[src/rtl/pc_fetch_unit.sv]
// Program counter and single-outstanding instruction fetch unit for the LEGv8 core.
// Holds one fetched instruction until consumed, then computes the next PC internally.
module pc_fetch_unit #(
  parameter int unsigned         ADDR_W   = 64,
  parameter int unsigned         INSTR_W  = 32,
  parameter logic [ADDR_W-1:0]   RESET_PC = '0,
  parameter int unsigned         CNT_W    = 32
) (
  input  logic               iCLK,
  input  logic               iReset,
  output logic               oMemReq,
  output logic [ADDR_W-1:0]  oMemAddr,
  input  logic               iMemAck,
  input  logic [INSTR_W-1:0] iMemData,
  output logic               oInstrValid,
  output logic [INSTR_W-1:0] oInstruction,
  output logic [ADDR_W-1:0]  oPC,
  output logic [ADDR_W-1:0]  oPCPlus4,
  input  logic               iInstrReady,
  input  logic [1:0]         iPCSrc,
  input  logic               iCondTrue,
  input  logic [ADDR_W-1:0]  iRegTarget,
  output logic               oFault,
  output logic [CNT_W-1:0]   oInstrCount
);

  typedef enum logic [1:0] {StIdle, StFetch, StValid, StFault} state_e;

  state_e               state_q, state_d;
  logic [ADDR_W-1:0]    pc_q, pc_d;
  logic [INSTR_W-1:0]   instr_q, instr_d;
  logic [CNT_W-1:0]     cnt_q, cnt_d;

  logic [ADDR_W-1:0]    pc_plus4;
  logic [ADDR_W-1:0]    cond_off;
  logic [ADDR_W-1:0]    unc_off;
  logic [ADDR_W-1:0]    next_pc;

  assign pc_plus4 = pc_q + ADDR_W'(4);

  // Word offsets shifted to byte offsets, then sign-extended to the full PC width.
  always_comb begin
    cond_off        = {ADDR_W{instr_q[23]}};
    cond_off[20:0]  = {instr_q[23:5], 2'b00};
    unc_off         = {ADDR_W{instr_q[25]}};
    unc_off[27:0]   = {instr_q[25:0], 2'b00};
    case (iPCSrc)
      2'b00:   next_pc = pc_plus4;
      2'b01:   next_pc = iCondTrue ? (pc_q + cond_off) : pc_plus4;
      2'b10:   next_pc = pc_q + unc_off;
      default: next_pc = iRegTarget;
    endcase
  end

  always_comb begin
    state_d = state_q;
    pc_d    = pc_q;
    instr_d = instr_q;
    cnt_d   = cnt_q;
    case (state_q)
      StIdle:  state_d = StFetch;
      StFetch: begin
        if (iMemAck) begin
          instr_d = iMemData;
          state_d = StValid;
        end
      end
      StValid: begin
        if (iInstrReady) begin
          cnt_d = cnt_q + CNT_W'(1);
          if (next_pc[1:0] != 2'b00) begin
            state_d = StFault;
          end else begin
            pc_d    = next_pc;
            state_d = StFetch;
          end
        end
      end
      StFault: state_d = StFault;
      default: state_d = StIdle;
    endcase
  end

  always_ff @(posedge iCLK or negedge iReset) begin
    if (!iReset) begin
      state_q <= StIdle;
      pc_q    <= RESET_PC;
      instr_q <= '0;
      cnt_q   <= '0;
    end else begin
      state_q <= state_d;
      pc_q    <= pc_d;
      instr_q <= instr_d;
      cnt_q   <= cnt_d;
    end
  end

  assign oMemReq      = (state_q == StFetch);
  assign oMemAddr     = pc_q;
  assign oInstrValid  = (state_q == StValid);
  assign oInstruction = instr_q;
  assign oPC          = pc_q;
  assign oPCPlus4     = pc_plus4;
  assign oFault       = (state_q == StFault);
  assign oInstrCount  = cnt_q;

endmodule

[config.mk]
export PLATFORM = sky130hd
export DESIGN_NAME = pc_fetch_unit
export DESIGN_NICKNAME = d
export VERILOG_FILES = /design/src/rtl/pc_fetch_unit.sv
export SDC_FILE = /design/constraint.sdc
export NUM_CORES = 1
export LEC_CHECK = 0
export ABC_AREA = 1
export CAP_MARGIN = 20
export CORE_UTILIZATION = 50
export CTS_BUF_LIST = sky130_fd_sc_hd__clkbuf_4 sky130_fd_sc_hd__clkbuf_8 sky130_fd_sc_hd__clkbuf_16
export DETAILED_ROUTE_END_ITERATION = 12
export PLACE_DENSITY = 0.83
export REMOVE_ABC_BUFFERS = 1
export SLEW_MARGIN = 20
export SYNTH_ARGS = -nofsm -noshare
export SYNTH_HDL_FRONTEND = slang
export SYNTH_SLANG_ARGS = --single-unit
[constraint.sdc]
create_clock -name iCLK -period 2.7 [get_ports iCLK]
set_clock_uncertainty 0.1 [all_clocks]
set_input_delay 0.405 -clock iCLK [delete_from_list [all_inputs] [get_ports iCLK]]
set_output_delay 0.405 -clock iCLK [all_outputs]
set_load 0.01 [all_outputs]
==> results.toml, run 1 <==
[status]
status = "did not finish"
lastStage = "global routing (5_1_grt)"
error_line = "[ERROR GRT-0232] Routing congestion too high. Check the congestion heatmap in the GUI."

[placed_design]
numPortBuffers = 361
placed_area_mm2 = 0.02939
gp_congestion = 1.125
place_ws_ns = -0.4823
dp_hpwl_um = 88750

[synthesis]
synth_edf_count = 0
syn_inst = 3890
ys_ff_latch = 130
synth_async_sr_flop_share_pct = 100.0
yosysSeqAreaShare_pct = 15.54
synthDistinctLibCells = 51
synth_area_mm2 = 0.02093
avgSynthCellArea_um2 = 5.380
synth_warnings = 0
ys.flop_type = "dfrtp_1"

[global_route]
track_usage_pct = 68.76
grt_max_degree = 90
overflow = 48

[clock_tree]
cts_max_path_buffers = 2
htree_levels = 4
root_buffer = "clkbuf_16"
cts_sinks = 130
cts_made_buffers = 17

[floorplanning]
rows = 74
ios = 362
dieWidth_um = 206.6
start_util_pct = 51.02
die_h_um = 206.6

[sta]
endpoint_type = "top-level output"
worstEndpointGrtRepair = "oPCPlus4[51]"
-- per-layer routing --
layer,GRT overflow,global-route usage (%)
met5,0,18.55
met4,29,63.60
met3,0,47.83
met2,19,89.36
met1,0,71.10
-- logic make-up after synthesis --
group           Yosys count  synth area share (%)
simple gates           2302                 45.52
buf+inv                 850                 16.47
flops                   130                 15.54
xor+xnor                 80                 3.420
fa+ha+maj               125                 7.545
mux                      32                 1.722
compound gates          371                 9.787
-- metrics by stage --
stage	hold slack (ns)	std cells	utilization, %
floorplan	0.009409	3769	-
global placement	0.3742	5271	71.64
detailed placement	0.3658	5271	71.64
CTS	0.3843	5424	81.12
-- synthesized netlist by cell type (6+ instances only) --
| library cell | number | area share (%) |
|---|---|---|
| nor4_1 | 9 | 0.27 |
| nand3b_1 | 22 | 0.79 |
| inv_1 | 722 | 13 |
| buf_4 | 67 | 2.4 |
| nor2_4 | 7 | 0.38 |
| ha_1 | 123 | 7.4 |
| nand3_1 | 265 | 6.3 |
| clkbuf_1 | 44 | 0.79 |
| nand2_1 | 1434 | 26 |
| nand4_1 | 51 | 1.5 |
| o211ai_1 | 17 | 0.61 |
| xor2_1 | 65 | 2.7 |
| nor2_1 | 418 | 7.5 |
| or2_2 | 11 | 0.33 |
| o21ai_0 | 111 | 2.7 |
| and2_1 | 6 | 0.18 |
| mux2_2 | 32 | 1.7 |
| nor3_1 | 50 | 1.2 |
| xnor2_1 | 13 | 0.54 |
| o21ai_1 | 11 | 0.26 |
| a21oi_1 | 178 | 4.3 |
| nand2_2 | 9 | 0.27 |
| dfrtp_1 | 130 | 16 |
| buf_1 | 7 | 0.13 |
| o21bai_1 | 28 | 1.0 |
-- timing repair --
| action | in CTS |
|---|---|
| hold endpoints to repair | 57 |
| gates cloned | 2 |
| hold buffers | 1 |
| gates resized for setup | 834 |
| setup endpoints to repair | 113 |
| setup buffers | 121 |
| pin swaps | 184 |
==> run 2, diff against run 1 <==
--- a/config.mk
+++ b/config.mk
@@ -7,10 +7,9 @@
 export LEC_CHECK = 0
 export ABC_AREA = 1
 export CAP_MARGIN = 20
-export CORE_UTILIZATION = 50
-export CTS_BUF_LIST = sky130_fd_sc_hd__clkbuf_4 sky130_fd_sc_hd__clkbuf_8 sky130_fd_sc_hd__clkbuf_16
+export CORE_UTILIZATION = 35
 export DETAILED_ROUTE_END_ITERATION = 12
-export PLACE_DENSITY = 0.83
+export PLACE_DENSITY_LB_ADDON = 0.15
 export REMOVE_ABC_BUFFERS = 1
 export SLEW_MARGIN = 20
 export SYNTH_ARGS = -nofsm -noshare
==> constraint.sdc (replaced) <==
create_clock -name iCLK -period 3.5 [get_ports iCLK]
set_clock_uncertainty 0.1 [all_clocks]
set_input_delay 0.525 -clock iCLK [delete_from_list [all_inputs] [get_ports iCLK]]
set_output_delay 0.525 -clock iCLK [all_outputs]
set_load 0.01 [all_outputs]
==> results.toml, run 2 <==
[finish]
largest_register_ffs = 64
syn_to_final_growth_pct = 28.49
regArea_mm2 = 0.003311
fin_area_mm2 = 0.02689
final_common_cell = "nand2_1"
fill_cells = 6575
nets = 4524
final_cells = 5082
drive_gt1_share_pct = 8.517
layout_common_cells = "1427 x nand2_1, 721 x inv_1, 401 x nor2_1, 357 x clkdlybuf4s50_1, 262 x nand3_1"
multi_input_area_mm2 = 0.01450
antennaDiodeCount = 0

[synthesis]
synth_edf_count = 0
synth_common_cells = "1434 x nand2_1, 722 x inv_1, 418 x nor2_1"
synth_top_area_share_pct = 25.72
synth_async_sr_flop_share_pct = 100.0
ys.flop_type = "dfrtp_1"
syn_inst = 3890
synth_most_common_cell = "nand2_1"
synth_area_leader_cell = "nand2_1"
ys_ff_latch = 130
synth_area_mm2 = 0.02093
avgSynthCellArea_um2 = 5.380
synth_area_leaders = "nand2_1 26%, dfrtp_1 16%, inv_1 13%"
synth_warnings = 0
yosysSeqAreaShare_pct = 15.54
synthDistinctLibCells = 51

[status]
violations = "negative setup slack"
status = "complete, but fails checks"

[drt]
route.detailed.drc = 0
drtAntennaViolNets = 0
vias_per_cell = 5.149
wl_per_cell_um = 20.78
via_count = 26167
drt_iter0_drc = 2530
wl_um = 105600
drt_first_pass_iters = 6

[clock_tree]
cts_sinks = 130
clk_pin_slew_ns = 0.07
cts_max_path_buffers = 2
cts_tree = "yes"
htree_levels = 4
clock_latency_ns = 0.50
cts_made_buffers = 17
root_buffer = "clkbuf_16"

[worst_setup_path]
cp.arrival_ns = 2.88
critPathLaunch = "oMemAddr[25]"
start_kind = "flop"
cp-end-kind = "primary output"
cpLargestDelayFamily = "simple AND/OR/NAND/NOR gates"
critPathBufInv = 2
slowest_stage = "clkdlybuf4s50_1"
path_max_fanout = 6
worstPathRequired_ns = 2.87
crit_type = "reg -> out"
reg2reg_slack_ns = 0.17
slowest_delay_ns = 0.57
reg2reg_from = "oMemAddr[2]"
crit_chain = "nand2_1, nor2_1, nand2_1, nor2_1, nand3_1, xor2_1, inv_1, clkdlybuf4s50_1"

[sta]
fmax_ghz = 0.2853
worst_pin_slew_ns = 0.9192
period_needed_ns = 3.505
slew_headroom_pct = 38.50
setup-tns-final_ns = -0.004684
setup_viol = 1
period_share_pct = 100.1
maxSlewViolCount = 0
setup_slack_ns = -0.004684
rsz0062_at_grt = "true"
hold_viol_final = 0
worst_hold_slack_ns = 0.3236

[global_route]
track_usage_pct = 34.27
grt_pass1_vias = 24028
overflow = 0
grt_max_degree = 90
grt_pass1_wl_um = 151900
grt_antenna_before_repair = 0

[power]
power.share.clock_pct = 47.2
power.total_mw = 3.963
p_comb_share_pct = 14.5
sw_frac_of_total_pct = 32.55
p_int_mw = 2.673
leakagePower_nw = 14.79
max-vdd-ir-drop_v = 0.0003999
p_per_area_mw_per_mm2 = 147.4
switchingPower_mw = 1.290
sequentialPowerShare_pct = 38.3

[placed_design]
placed_area_mm2 = 0.02566
numPortBuffers = 361
gp_congestion = 1.010
dp_hpwl_um = 87990
dp.cells = 5004

[floorplanning]
rows = 89
start_util_pct = 35.46
die_h_um = 246.5
die-area_mm2 = 0.06077
dieWidth_um = 246.5
ios = 362
coreArea_mm2 = 0.05902

[hold_path]
hp-class = "in -> async"

[run]
cap_violations = 0
==> run 2: cell counts after synthesis <==
No cell type changed its count.
==> run 2: what timing repair did <==
action / CTS / global route
gates cloned: 0 / 0
buffers inserted: 4 / 41
setup endpoints to repair: 47 / 47
endpoints found under the hold margin: 16 / 0
gates resized for setup: 53 / 52
pin swaps: 0 / 1
hold buffers: 1 / 0
==> run 2: worst register-to-register path, cell delays in order, from the launching register on <==
cell,delay (ns)
dfrtp_2,0.43
buf_4,0.17
buf_4,0.16
ha_1,0.30
fa_2,0.43
nand3_1,0.13
nand3_2,0.13
nand2_1,0.11
nand2_1,0.14
nand3_1,0.11
nand3_1,0.14
or2_2,0.31
nand3_1,0.18
o2111ai_1,0.23
nand2_1,0.11
nand2_1,0.05
==> run 2: per-layer routing <==
layer  track usage, %  wire [µm]  part of all wire (%)
met1            45.74      45810                    43
met4            16.92       5410                   5.1
met3            4.237       7793                   7.4
met5                0          0                     0
met2            54.18      46620                    44
==> run 2: worst paths after layout <==
kind / end / cells after the start
max: oPCPlus4[38] / 8
min: oInstruction[3] / 2
max reg2reg: oMemAddr[16] / 15
min reg2reg: oInstrCount[31] / 1
max in group asynchronous: oMemAddr[52] / 3
min in group iCLK: oInstrCount[31] / 1
==> run 2: cells by family after synthesis <==
group / count (synthesis) / share of synthesized area (%)
compound gates: 371 / 9.787
xor+xnor: 80 / 3.420
fa+ha+maj: 125 / 7.545
buf+inv: 850 / 16.47
flops: 130 / 15.54
mux: 32 / 1.722
simple gates: 2302 / 45.52
==> run 2: power groups by stage <==
stage	clock [mW]	combinational, mW	sequential [mW]
4_1_cts	1.89	0.560	1.52
2_1_floorplan	0	0.205	1.55
3_3_place_gp	0	0.557	1.55
3_5_place_dp	0	0.556	1.55
5_1_grt	1.93	0.608	1.52
6_report	1.87	0.573	1.52
==> run 2: layout make-up <==
cell class / count / area share [%]
flip-flops and latches: 130 / 12.31
repair buffers: 508 / 17.88
clock buffers: 17 / 1.582
inverters: 729 / 10.18
multi-input cells: 2910 / 53.93
well taps: 773 / 3.597
clock inverters: 15 / 0.5211
==> run 2: per-stage QoR <==
step | worst slack, ns | util (%)
after detailed placement | 0.1221 | 43.48
after global routing | -0.07665 | 45.56
after global placement | 0.1444 | 43.48
final | -0.004684 | 45.56
after floorplan | 0.3358 | -
after CTS | 0.004366 | 44.73
No activity file was read; power rests on OpenSTA's default activity.
